`config.mk`:
```
export PLATFORM = sky130hd
export DESIGN_NAME = coax_rx_buffer
export DESIGN_NICKNAME = d
export VERILOG_FILES = /design/src/rtl/coax_rx_buffer.sv
export SDC_FILE = /design/constraint.sdc
export NUM_CORES = 1
export LEC_CHECK = 0
export ABC_AREA = 1
export CORE_MARGIN = 4
export CORE_UTILIZATION = 40
export DETAILED_ROUTE_END_ITERATION = 10
export HOLD_SLACK_MARGIN = 0.15
export PLACE_DENSITY_LB_ADDON = 0.2
export SLEW_MARGIN = 10
export SYNTH_ARGS = -nofsm -noshare
export SYNTH_HDL_FRONTEND = slang
export SYNTH_SLANG_ARGS = --single-unit
```
`constraint.sdc`:
```
create_clock -name clk -period 3 [get_ports clk]
set_clock_uncertainty 0.05 [all_clocks]
set_input_delay 0.6 -clock clk [delete_from_list [all_inputs] [get_ports clk]]
set_output_delay 0.6 -clock clk [all_outputs]
set_load 0.02 [all_outputs]
```
`src/rtl/coax_rx_buffer.sv`:
```
// coax_rx_buffer: drains the coax receiver's single-word holding register
// into a first-word-fall-through FIFO. It runs the receiver's read
// handshake, keeps sticky frame/error status, and provides a host clear
// that flushes the buffer and pulses the receiver reset.
module coax_rx_buffer #(
  parameter int DEPTH = 16,
  parameter int AW    = $clog2(DEPTH)
) (
  input  logic          clk,
  input  logic          reset,
  input  logic          rx_active,
  input  logic          rx_error,
  input  logic [9:0]    rx_data,
  input  logic          rx_data_available,
  output logic          rx_read,
  output logic          rx_reset,
  output logic [9:0]    fifo_data,
  output logic          fifo_empty,
  output logic          fifo_full,
  output logic [AW:0]   fifo_count,
  input  logic          pop,
  input  logic          clear,
  output logic          frame_complete,
  output logic          error,
  output logic [9:0]    error_code
);

  typedef enum logic [1:0] {
    ST_IDLE    = 2'd0,
    ST_ACK     = 2'd1,
    ST_RELEASE = 2'd2
  } state_t;

  localparam logic [9:0] CODE_OVERFLOW = 10'b0000010000;

  state_t        state_r, state_s;
  logic          rx_read_r, rx_read_s;
  logic          capture_s;
  logic          rx_reset_r;
  logic [9:0]    data_r;
  logic [9:0]    mem_r [DEPTH];
  logic [AW-1:0] wr_ptr_r, rd_ptr_r;
  logic [AW:0]   count_r, count_s;
  logic          empty_r, full_r;
  logic          push_s, pop_s, wr_en_s, overflow_s;
  logic          rx_error_q_r, rx_active_q_r;
  logic          rx_error_rise_s, rx_active_rise_s, rx_active_fall_s;
  logic          frame_r, error_r;
  logic [9:0]    code_r;

  // Handshake next-state and read strobe; clear forces IDLE and drops any capture.
  always_comb begin
    state_s   = state_r;
    rx_read_s = 1'b0;
    capture_s = 1'b0;
    case (state_r)
      ST_IDLE: begin
        if (rx_data_available && !rx_error) begin
          capture_s = 1'b1;
          state_s   = ST_ACK;
        end else begin
          state_s   = ST_IDLE;
        end
      end
      ST_ACK: begin
        rx_read_s = 1'b1;
        state_s   = ST_RELEASE;
      end
      ST_RELEASE: begin
        if (!rx_data_available) begin
          state_s = ST_IDLE;
        end else begin
          state_s = ST_RELEASE;
        end
      end
      default: begin
        state_s = ST_IDLE;
      end
    endcase
    if (clear) begin
      state_s   = ST_IDLE;
      rx_read_s = 1'b0;
      capture_s = 1'b0;
    end else begin
      state_s   = state_s;
    end
  end

  // Handshake state, read strobe, receiver reset pulse and captured word.
  always_ff @(posedge clk) begin
    if (!reset) begin
      state_r    <= ST_IDLE;
      rx_read_r  <= 1'b0;
      rx_reset_r <= 1'b1;
      data_r     <= 10'd0;
    end else begin
      state_r    <= state_s;
      rx_read_r  <= rx_read_s;
      rx_reset_r <= clear;
      if (capture_s) begin
        data_r <= rx_data;
      end
    end
  end

  // The captured word is pushed during the ACK cycle; a full FIFO drops it
  // unless a pop frees a slot in the same cycle.
  always_comb begin
    push_s     = (state_r == ST_ACK) && !clear;
    pop_s      = pop && !empty_r && !clear;
    wr_en_s    = push_s && (!full_r || pop_s);
    overflow_s = push_s && full_r && !pop_s;
    if (wr_en_s && !pop_s) begin
      count_s = count_r + (AW+1)'(1);
    end else if (!wr_en_s && pop_s) begin
      count_s = count_r - (AW+1)'(1);
    end else begin
      count_s = count_r;
    end
  end

  // FIFO storage; contents need no reset because the pointers define validity.
  always_ff @(posedge clk) begin
    if (wr_en_s) begin
      mem_r[wr_ptr_r] <= data_r;
    end
  end

  // FIFO pointers and registered occupancy flags.
  always_ff @(posedge clk) begin
    if (!reset || (reset && clear)) begin
      wr_ptr_r <= {AW{1'b0}};
      rd_ptr_r <= {AW{1'b0}};
      count_r  <= {(AW+1){1'b0}};
      empty_r  <= 1'b1;
      full_r   <= 1'b0;
    end else begin
      if (wr_en_s) begin
        wr_ptr_r <= wr_ptr_r + AW'(1);
      end
      if (pop_s) begin
        rd_ptr_r <= rd_ptr_r + AW'(1);
      end
      count_r <= count_s;
      empty_r <= (count_s == {(AW+1){1'b0}});
      full_r  <= (count_s == (AW+1)'(DEPTH));
    end
  end

  // Edge detection on the receiver's level flags.
  always_comb begin
    rx_error_rise_s  = rx_error && !rx_error_q_r;
    rx_active_rise_s = rx_active && !rx_active_q_r;
    rx_active_fall_s = !rx_active && rx_active_q_r;
  end

  // Sticky frame/error status; the first error code is kept until clear.
  always_ff @(posedge clk) begin
    if (!reset) begin
      rx_error_q_r  <= 1'b0;
      rx_active_q_r <= 1'b0;
      frame_r       <= 1'b0;
      error_r       <= 1'b0;
      code_r        <= 10'd0;
    end else begin
      rx_error_q_r  <= rx_error;
      rx_active_q_r <= rx_active;
      if (clear) begin
        frame_r <= 1'b0;
      end else if (rx_active_fall_s && !rx_error) begin
        frame_r <= 1'b1;
      end else if (rx_active_rise_s) begin
        frame_r <= 1'b0;
      end
      if (clear) begin
        error_r <= 1'b0;
        code_r  <= 10'd0;
      end else if (!error_r && rx_error_rise_s) begin
        error_r <= 1'b1;
        code_r  <= rx_data;
      end else if (!error_r && overflow_s) begin
        error_r <= 1'b1;
        code_r  <= CODE_OVERFLOW;
      end
    end
  end

  assign rx_read        = rx_read_r;
  assign rx_reset       = rx_reset_r;
  assign fifo_data      = mem_r[rd_ptr_r];
  assign fifo_empty     = empty_r;
  assign fifo_full      = full_r;
  assign fifo_count     = count_r;
  assign frame_complete = frame_r;
  assign error          = error_r;
  assign error_code     = code_r;

endmodule

```
* Word level (Yosys, flattened, before mapping)
Memory sizes are Yosys's and may differ from the RTL's. A register that Yosys moved wholly into a read port is not among the register bits. Index checks and enable logic that the tools add are counted.
Cells by class: add/sub/neg operators 4, equality and inequality tests 3, mux-type cells 19, bitwise logic cells 1, reduce and logical (&&, ||, !) cells 34
Operators with widths (number):
- 10-bit two-way mux | 2
- 1-bit logical AND | 16
- 1-bit logical NOT | 11
- 1-bit two-way mux | 11
- 5-bit two-way mux | 2
- 4-bit by 1-bit adder with 4-bit output (second input constant) | 2
- 4-bit two-way mux | 2
- 2-bit one-hot mux with 3 select lines | 1
- 5-bit by 1-bit adder with 5-bit output (second input constant) | 1
- 5-bit equality test (second input constant) | 1
- 5-bit logical NOT | 1
- 5-bit by 1-bit subtractor with 5-bit output (second input constant) | 1
- 2-bit nonzero test | 2
- 2-bit by 1-bit equality test with 1-bit output (second input constant) | 1
- 2-bit equality test (second input constant) | 1
- 2-bit logical NOT | 1
- 1-bit logical OR | 2
- 2-bit two-way mux | 1
- 2-bit OR reduction | 1
- 1-bit NOT | 1
Storage, ports and cells: register bits after elaboration 43, bits in writable memories 160, input bits 17, word-level logic and storage cells 76, memories kept 1
Memory list:
- mem_r | words 16, bits a word 10, read ports 1, clocked after memory_dff 1, wr ports 1, RTL line 41 | logic [9:0] mem_r [DEPTH];

* Depth between registers and ports, before layout
depth after elaboration 10, gate-level depth with buffers 12

* Worst setup path after synthesis
OpenSTA, ideal clock, no wires.
kind input-to-reg, from input pop, to memory mem_r[15][0] (enable), arrival time 1.714 ns, data required time 2.574 ns, setup slack 0.859 ns, stages 8, buffers on the path 0, cells stage by stage inv_1 -> nor2_4 -> nand2_2 -> nand2_1 -> nand2_1 -> nor2_1 -> inv_1 -> nor2_1
Between the ends: word-level cells in the longest chain between the ends 6
RTL lines:
- from (decl) | RTL line 21 | input logic pop,
- 1-bit logical AND (2 in a row) | RTL line 110 | pop_s = pop && !empty_r && !clear;
- 1-bit logical OR | RTL line 111 | wr_en_s = push_s && (!full_r || pop_s);
- 1-bit logical AND | RTL line 111
- 1-bit two-way mux | RTL line 124 | if (wr_en_s) begin
- 1-bit two-way mux (not written as such) | RTL line 125 | mem_r[wr_ptr_r] <= data_r;
- to (decl) | RTL line 41
Every way passes these cells.

==> key figures <==
Placed design
  • GPL Wtd Cong: 0.865
  • Pre-CTS WS: 0.317 ns
  • Placed cell count: 1026
  • DP Area: 9340 um2
  • Hpwl dp: 11800 um
  • Buffers on Ports: 47

Power and ir drop
  • Leak pwr: 3.63 nW
  • Power per cell area: 581 nW/um2
  • Worst vdd ir: 0.349 mV

Logic synthesis
  • Post-synth EDFFs: 160
  • Synth unique cells: 32
  • Post-Syn Instances: 709
  • Synth top area share: 0.570
  • Avg Cell Area, Syn: 11.9 um2
  • Post-synth net total: 733
  • Async SR Flop Fraction: 0
  • Register area share after synthesis: 0.682
  • Most used flip-flop cell after synthesis: edfxtp_1
  • Flops & latches, synth: 207
  • Ranking of synthesized cells by area: edfxtp_1 57%, dfxtp_1 11%, mux2i_1 4.5%, inv_1 4.2%, o21ai_0 4.1%
  • Synth warn: 0
  • Synth Cell Area: 8430 um2
  • Area leader, netlist: edfxtp_1

Clock tree
  • H-Tree Depth: 1
  • Total CTS buffers: 22
  • Clock-pin slew on the worst setup and hold paths: 0.06 ns
  • CTS tree: built
  • Worst skew pair latency: 0.49 ns
  • Clock Sinks: 207
  • Clock root buffer: clkbuf_16
  • Hold-fix buffers at CTS: 0
  • CTS max path bufs: 3

Routing
  • Post-DRT Antenna Nets: 0
  • Number of DRC markers in iteration 0: 389
  • Routed length per instance: 17.1 um
  • Residual DRC: 0
  • Vias per cell: 5.06
  • Vias: 5406
  • DRT Pass-1 Iters: 4
  • Drt total wl: 18300 um

STA
  • Final worst path period share: 0.958
  • # setup viols final: 0
  • Post-layout minimum cycle time: 2.88 ns
  • Final-report max-slew violation count: 0
  • Unrepaired setup endpoints after global routing: no
  • Hold Vio Cnt, Final: 0
  • Worst Tran Pin Value: 0.751 ns
  • Setup ws final: 0.125 ns
  • Worst slew margin: 0.499
  • F_max: 348 MHz
  • Setup TNS: 0 ns

Layout
  • Share of cells above drive strength 1: 0.100
  • Final Non-Filler Cells: 1069
  • N_diodes: 0
  • Final instance area: 10100 um2
  • Area growth from synthesis to layout: 19.8%
  • Nets@finish: 807

Global routing
  • Grt total ovfl: 0
  • GR Util met1: 0.221
  • First-pass GRT wire length: 29300 um
  • Pin count of the biggest net entering global routing: 37
  • Global-route usage over all layers: 0.155
  • Initial antenna violation count: 0
  • Met2 GRT Util: 0.251
  • Top Usage Layer GRT: met2
  • GR Util met3: 0.0271
  • Number of global-route vias before repair: 5378

Worst setup path
  • Crit path cell chain: buf_12 > a21oi_1 > o21ai_0 > o21ai_0 > o211ai_1 > nand2_1 > dlygate4sd2_1
  • Worst EP arrival: 2.23 ns
  • Worst stage delay on the critical path: 0.46 ns
  • Critical path class: flop to output port
  • Cell mode on critical path: o21ai_0
  • Critical Path Source Type: flop
  • Worst path bufs/invs: 2
  • Worst path slowest cell: dfxtp_4
  • Worst path required time: 2.35 ns
  • Worst Path Max Fanout: 36
  • Cell family with most CP delay: compound AO/OA/AOI/OAI gates
  • Crit. End Element: output port

Flow run
  • Max-cap viol count: 0

Floorplan
  • # IOs: 48
  • Die Wd: 153 um
  • # rows: 52
  • Initial Utilization: 0.411
  • Die height: 153 um
  • Die Footprint: 23500 um2
  • Core region area: 20500 um2

Outcome
  • Status: finished clean

Min path
  • HP Class: flop to flop
-- stage by stage --
step | power [mW] | util | hold slack [ns]
after floorplan | 3.27 | - | 0.362
final | 5.86 | 0.492 | 0.399
after global placement | 3.35 | 0.456 | 0.379
after global routing | 6.07 | 0.492 | 0.440
after CTS | 5.93 | 0.492 | 0.396
after detailed placement | 3.36 | 0.456 | 0.378
-- layout make-up --
class                   instances  area (um2)
well taps                     270         338
inverters                     101         380
flip-flops and latches        207        5750
multi-input cells             370        2150
repair buffers                 81         778
fillers                      1807       10400
clock buffers                  30         622
clock inverters                10        75.1
-- final timing paths --
kind	from	endpoint	slack [ns]	depth (start not counted)
setup / recovery	flop	fifo_data[2]	0.12	7
hold / removal	rd_ptr_r[3]	rd_ptr_r[3]	0.40	1
setup reg to reg	state_r[1]	mem_r[13][7]	1.14	8
hold reg to reg	rd_ptr_r[3]	rd_ptr_r[3]	0.40	1
-- logic make-up (layout without fill, tap and decap cells) --
kind of cell	after synthesis	after routing	share of synthesized area
AO/OA/AOI/OAI	185	185	0.124
XOR/XNOR	4	4	0.00416
adder cells (fa/ha/maj)	7	7	0.0104
buffers and inverters	132	222	0.0633
flip-flops	207	207	0.682
multiplexers	38	38	0.0451
AND/OR/NAND/NOR	136	136	0.0713
-- metal layers --
| metal | wire length [um] | part of all wire |
|---|---|---|
| met3 | 853 | 0.047 |
| met5 | 0 | 0 |
| met2 | 8600 | 0.47 |
| met4 | 272 | 0.015 |
| met1 | 8530 | 0.47 |
-- placed cells by master, fill, tap and decap left out, types with 37 or more instances in the layout --
master,count
inv_1,95
nand2_1,55
edfxtp_1,160
nor2_1,43
clkdlybuf4s50_1,37
o211ai_1,42
dfxtp_1,46
o21ai_0,69
a21oi_1,64
mux2i_1,38
-- registers in the layout, indices dropped and copies added, names as in the netlist, 2 cells and up, named ones only --
name,cells
data_r,10
error_code,10
fifo_count,5
mem_r,160
rd_ptr_r,4
state_r,2
wr_ptr_r,4
-- where the power goes --
group | switching [mW] | internal (mW)
logic | 0.0852 | 0.0656
registers | 0.0442 | 3.10
clock network | 1.03 | 1.53
-- worst reg2reg max path, stage by stage, from the launching register on --
cell,delay [ns]
dfxtp_1,0.31
inv_2,0.06
nand2_2,0.09
nor2_2,0.20
nand2_1,0.17
inv_1,0.14
nand2_1,0.14
nor2_1,0.21
buf_4,0.20
-- cell usage after synthesis (all sizes together), types with 2 or more instances --
cell type	count
edfxtp	160
inv	98
o21ai	72
a21oi	64
nand2	57
dfxtp	47
nor2	47
o211ai	42
mux2i	38
nand3	25
clkbuf	17
buf	14
ha	7
o22ai	7
clkinv	3
xor2	3
nand4	2
nor3	2
-- what timing repair did --
action	in CTS	in global routing
gates resized for setup	10	2
setup endpoints to repair	10	2
gates cloned	1	0
setup buffers	2	0
Note: power is estimated with default switching activity, not from simulation.
==> edit 1: new RTL, same flow settings <==
Set the parameter `DEPTH` to 32 (it was 16).
--- a/src/rtl/coax_rx_buffer.sv
+++ b/src/rtl/coax_rx_buffer.sv
@@ -5,3 +5,3 @@
 module coax_rx_buffer #(
-  parameter int DEPTH = 16,
+  parameter int DEPTH = 32,
   parameter int AW    = $clog2(DEPTH)
Ports: changed (resized fifo_count); port bits go from 48 to 49. No check against the original RTL was run, so the function may have changed too.
==> edit 1 against the original RTL <==
Power grew 81%. Synthesized area rose by 80%. Largest power group unchanged. Combinational power grew 110%. Final cell count is 91% higher. Fmax is 4.6% lower. First-iteration DRC count increased by 100%. The flow now finishes with violations (setup timing). Count of clock-buffer cells in the layout grew 22. Clock power increased by 82%. Sequential share of layout area shrank 0.39 points. Via count is 95% higher. Sequential cell count grew 164. Worst setup slack lost 140 ps. Routed wire length grew 120%. Final area grew 86%.
==> edit 1: results (changes against the original RTL) <==
| Metric | Value |
|---|---|
| Routed Wire Length | `39.9 mm (was 18.3 mm)` |
| Setup ws final | `-14.8 ps (was 125 ps)` |
| Synth top area cells | `edfxtp_1 64%, nand2_1 10%, dfxtp_1 6.7%, nor2_1 3.8%, a21oi_1 3.4% (was edfxtp_1 57%, dfxtp_1 11%, mux2i_1 4.5%, inv_1 4.2%, o21ai_0 4.1%)` |
| Number of synthesized flops with an enable pin | `320 (was 160)` |
| Seq area share | `0.566 (was 0.570)` |
| Register bit total from synthesis | `371 (was 207)` |
| P_leak | `7.02 nW (was 3.63 nW)` |
| Nets | `1536 (was 807)` |
| Peak VDD IR | `392 uV (was 349 uV)` |
| Dpl hpwl | `23.5 mm (was 11.8 mm)` |
| CTS Buf Count | `39 (was 22)` |
| Setup-failing EPs final | `1 (was 0)` |
| Layout cells sized above 1 | `0.182 (was 0.100)` |
| PortBufs | `48 (was 47)` |
| Violated checks | `setup timing` |
| Gr usage total | `0.190 (was 0.155)` |
| Skew-Pair Late Insertion Delay | `520 ps (was 490 ps)` |
| Cell Pwr Density | `565 mW/mm2 (was 581 mW/mm2)` |
| Initial drt markers | `790 (was 389)` |
| FILL cells | `3309 (was 1807)` |
| Largest register FFs | `320 (was 160)` |
| Vias | `10.5k (was 5406)` |
| Worst path max stage delay | `500 ps (was 460 ps)` |
| Status | `finished with violations (was completed)` |
| Clock buffer cells | `52 (was 30)` |
| Met1 wire length | `17.6 mm (was 8.53 mm)` |
| Sequential cell area fraction in the yosys report | `0.703 (was 0.682)` |
| Comb power frac | `0.029 (was 0.026)` |
| Pin count of the biggest net entering global routing | `54 (was 37)` |
| Multi-input gate share of total cell area | `0.228 (was 0.213)` |
| Synth top cells by count | `403 x nand2_1, 320 x edfxtp_1, 155 x nor2_1, 102 x a21oi_1, 99 x nand3_1 (was 160 x edfxtp_1, 95 x inv_1, 69 x o21ai_0, 64 x a21oi_1, 55 x nand2_1)` |
| Worst EP arrival | `2360 ps (was 2230 ps)` |
| Family with the most delay on the worst path | `simple AND/OR/NAND/NOR gates (was compound AO/OA/AOI/OAI gates)` |
| Met1 usage | `0.264 (was 0.221)` |
edit 1: worst paths after layout:
kind	endpoint	depth (start not counted)	start	slack, ps
setup / recovery	fifo_data[9]	12	flop	-10
hold / removal	error_code[1]	2	error_code[1]	420
setup reg to reg	mem_r[30][4]	7	state_r[0]	940
hold reg to reg	error_code[1]	2	error_code[1]	420
edit 1: cell families after synthesis:
kind of cell / synth area share
and+or+nand+nor: 0.179
DFF: 0.703
AOI/OAI and AO/OA: 0.0756
buffers and inverters: 0.0354
adders and majority gates: 0.00579
xor gates and xnor gates: 0.00174
edit 1: through the flow:
stage	util	area (um2)	cells	TNS [ps]	setup WS, ps
6_report	0.509	18800	2044	-14.8	-14.8
5_1_grt	0.509	18800	2044	-729	-100
2_1_floorplan	-	15100	1371	0	385
3_3_place_gp	0.452	16700	1947	0	11.2
3_5_place_dp	0.452	16700	1947	0	8.93
4_1_cts	0.497	18400	2034	-260	-51.9
==> edit 2: new RTL, config.mk and constraints unchanged <==
Without the edit above. Encoding of `state_t`: now one-hot (3 bits for 3 states).
--- a/src/rtl/coax_rx_buffer.sv
+++ b/src/rtl/coax_rx_buffer.sv
@@ -27,6 +27,6 @@
 
-  typedef enum logic [1:0] {
-    ST_IDLE    = 2'd0,
-    ST_ACK     = 2'd1,
-    ST_RELEASE = 2'd2
+  typedef enum logic [2:0] {
+    ST_IDLE    = 3'b001,
+    ST_ACK     = 3'b010,
+    ST_RELEASE = 3'b100
   } state_t;
Check against the original RTL: same outputs for any inputs over 4 cycles, from zero or initial values and one cycle with reset low; so few cycles prove little.
==> edit 2 against the original RTL <==
Synthesized cell count up 1.3%. Critical path depth decreased by 1. Final area increased by 1.6%. Sequential share of layout area fell by 0.71 points. Routed wire length is 5.9% higher. Power grew 1.3%. Global-route usage grew 0.84 points. Sequential cell count grew 1. First-iteration DRC count down 26%. Synthesized area is 1.2% higher. Sequential power about the same. Utilization is 0.46 points lower. Worst setup slack better by 12 ps. Critical path type unchanged. Critical endpoint is now fifo_data[1].
==> edit 2: results (changes against the original RTL) <==
| Metric | Value |
|---|---|
| Pre-CTS WS | `340 ps (was 317 ps)` |
| Sequential cell area fraction in the yosys report | `0.676 (was 0.682)` |
| DR top layer | `met4 (unchanged)` |
| Synth Area in Compound Gates | `0.115 (was 0.124)` |
| Worst-margin pin slew | `703 ps (was 751 ps)` |
| Mean number of vias per cell | `5.11 (was 5.06)` |
| FILL cells | `1827 (was 1807)` |
| Synth top area cells | `edfxtp_1 56%, dfxtp_1 11%, mux2i_1 4.2%, o21ai_0 4.0%, a21oi_1 3.7% (was edfxtp_1 57%, dfxtp_1 11%, mux2i_1 4.5%, inv_1 4.2%, o21ai_0 4.1%)` |
| Worst EP arrival | `2210 ps (was 2230 ps)` |
| Routed length on met2 | `8.87 mm (was 8.60 mm)` |
| DR pass1 iterations | `6 (was 4)` |
| Gr usage total | `0.163 (was 0.155)` |
| Net Sw Power | `1.16 mW (about the same)` |
| P_leak | `3.65 nW (was 3.63 nW)` |
| Adder-Cell Fraction of Synth Area | `0.0103 (was 0.0104)` |
| Synth top cells by count | `160 x edfxtp_1, 69 x inv_1, 69 x o21ai_0, 66 x nand2_1, 63 x a21oi_1 (was 160 x edfxtp_1, 95 x inv_1, 69 x o21ai_0, 64 x a21oi_1, 55 x nand2_1)` |
| Syn Nets | `742 (was 733)` |
| Vias in the first global route | `5631 (was 5378)` |
| Met1 wire length | `9.20 mm (was 8.53 mm)` |
| Clock root buffer | `clkbuf_16 (unchanged)` |
| Global-route wire length before repair | `31.0 mm (was 29.3 mm)` |
| Post-detailed-route count of antenna-violating nets | `0 (unchanged)` |
| Pin count of the biggest net entering global routing | `45 (was 37)` |
| Status | `completed (unchanged)` |
| Critical-path maximum fanout | `23 (was 36)` |
| Multiplexer area fraction after synthesis | `0.0422 (was 0.0451)` |
| Dpl hpwl | `12.6 mm (was 11.8 mm)` |
| Xor/xnor share of the synthesized area | `0.00411 (was 0.00416)` |
| Peak VDD IR | `406 uV (was 349 uV)` |
| Initial drt markers | `287 (was 389)` |
| Layout cells sized above 1 | `0.115 (was 0.100)` |
| Synth unique cells | `33 (was 32)` |
| Routed wl met3 | `934 um (was 853 um)` |
| CTS Buf Count | `22 (unchanged)` |
| Routability cong. | `0.784 (was 0.865)` |
| Placed cell area | `0.00946 mm2 (was 0.00934 mm2)` |
| Nets | `816 (was 807)` |
| Drt wl/cell | `17.9 um (was 17.1 um)` |
| Clock-pin slew on the worst setup and hold paths | `60 ps (about the same)` |
edit 2: power groups by stage:
stage	sequential (mW)	clock [mW]	combinational, mW
6_report	3.15	2.69	0.103
5_1_grt	3.15	2.88	0.116
4_1_cts	3.15	2.75	0.105
3_5_place_dp	3.21	0	0.104
3_3_place_gp	3.21	0	0.102
2_1_floorplan	3.20	0	0.0456
edit 2: cell families after synthesis:
group           count (synthesis)
simple gates                  178
fa+ha+maj                       7
flops                         208
compound gates                174
mux                            36
xor+xnor                        4
buf+inv                       111
edit 2: worst max-delay path, delay by kind of cell, from the launching register on:
family | cells | cell delay, ps
buffers and inverters | 2 | 530
flip-flops | 1 | 470
multiplexers | 1 | 90
AND/OR/NAND/NOR | 2 | 210
AO/OA/AOI/OAI | 1 | 410
edit 2: path summary, 6_finish.rpt:
kind | to | depth (start not counted) | slack [ps] | startpoint
setup / recovery | fifo_data[1] | 6 | 140 | flop
hold / removal | rd_ptr_r[3] | 1 | 420 | rd_ptr_r[3]
setup reg to reg | mem_r[11][6] | 8 | 1170 | state_r[2]
hold reg to reg | rd_ptr_r[3] | 1 | 420 | rd_ptr_r[3]
edit 2: cell type report:
class | count | share of cell area
Clock buffer | 30 | 0.0608
Clock inverter | 10 | 0.00964
Sequential cell | 208 | 0.563
Tap cell | 275 | 0.0336
Multi-Input combinational cell | 399 | 0.226
Inverter | 78 | 0.0286
Timing Repair Buffer | 83 | 0.0786
edit 2: repair_timing:
action / 4_1_cts / 5_1_grt
hold buffers: 0 / 0
endpoints found under the setup margin: 10 / 1
pin swaps: 3 / 0
resized for setup: 12 / 3
cloned: 1 / 0
setup buffers: 2 / 2
edit 2: metrics by stage:
step	hold WS [ps]	utilization	instances
6_report	416	0.488	1083
5_1_grt	450	0.488	1083
4_1_cts	416	0.487	1081
3_5_place_dp	393	0.450	1038
3_3_place_gp	408	0.450	1038
2_1_floorplan	362	-	718
edit 2: layer usage:
layer  up-vias  track usage
li1       2701            -
met1      2667        0.233
met2       141        0.264
met3        26       0.0273
met4         0       0.0345
met5         -            0
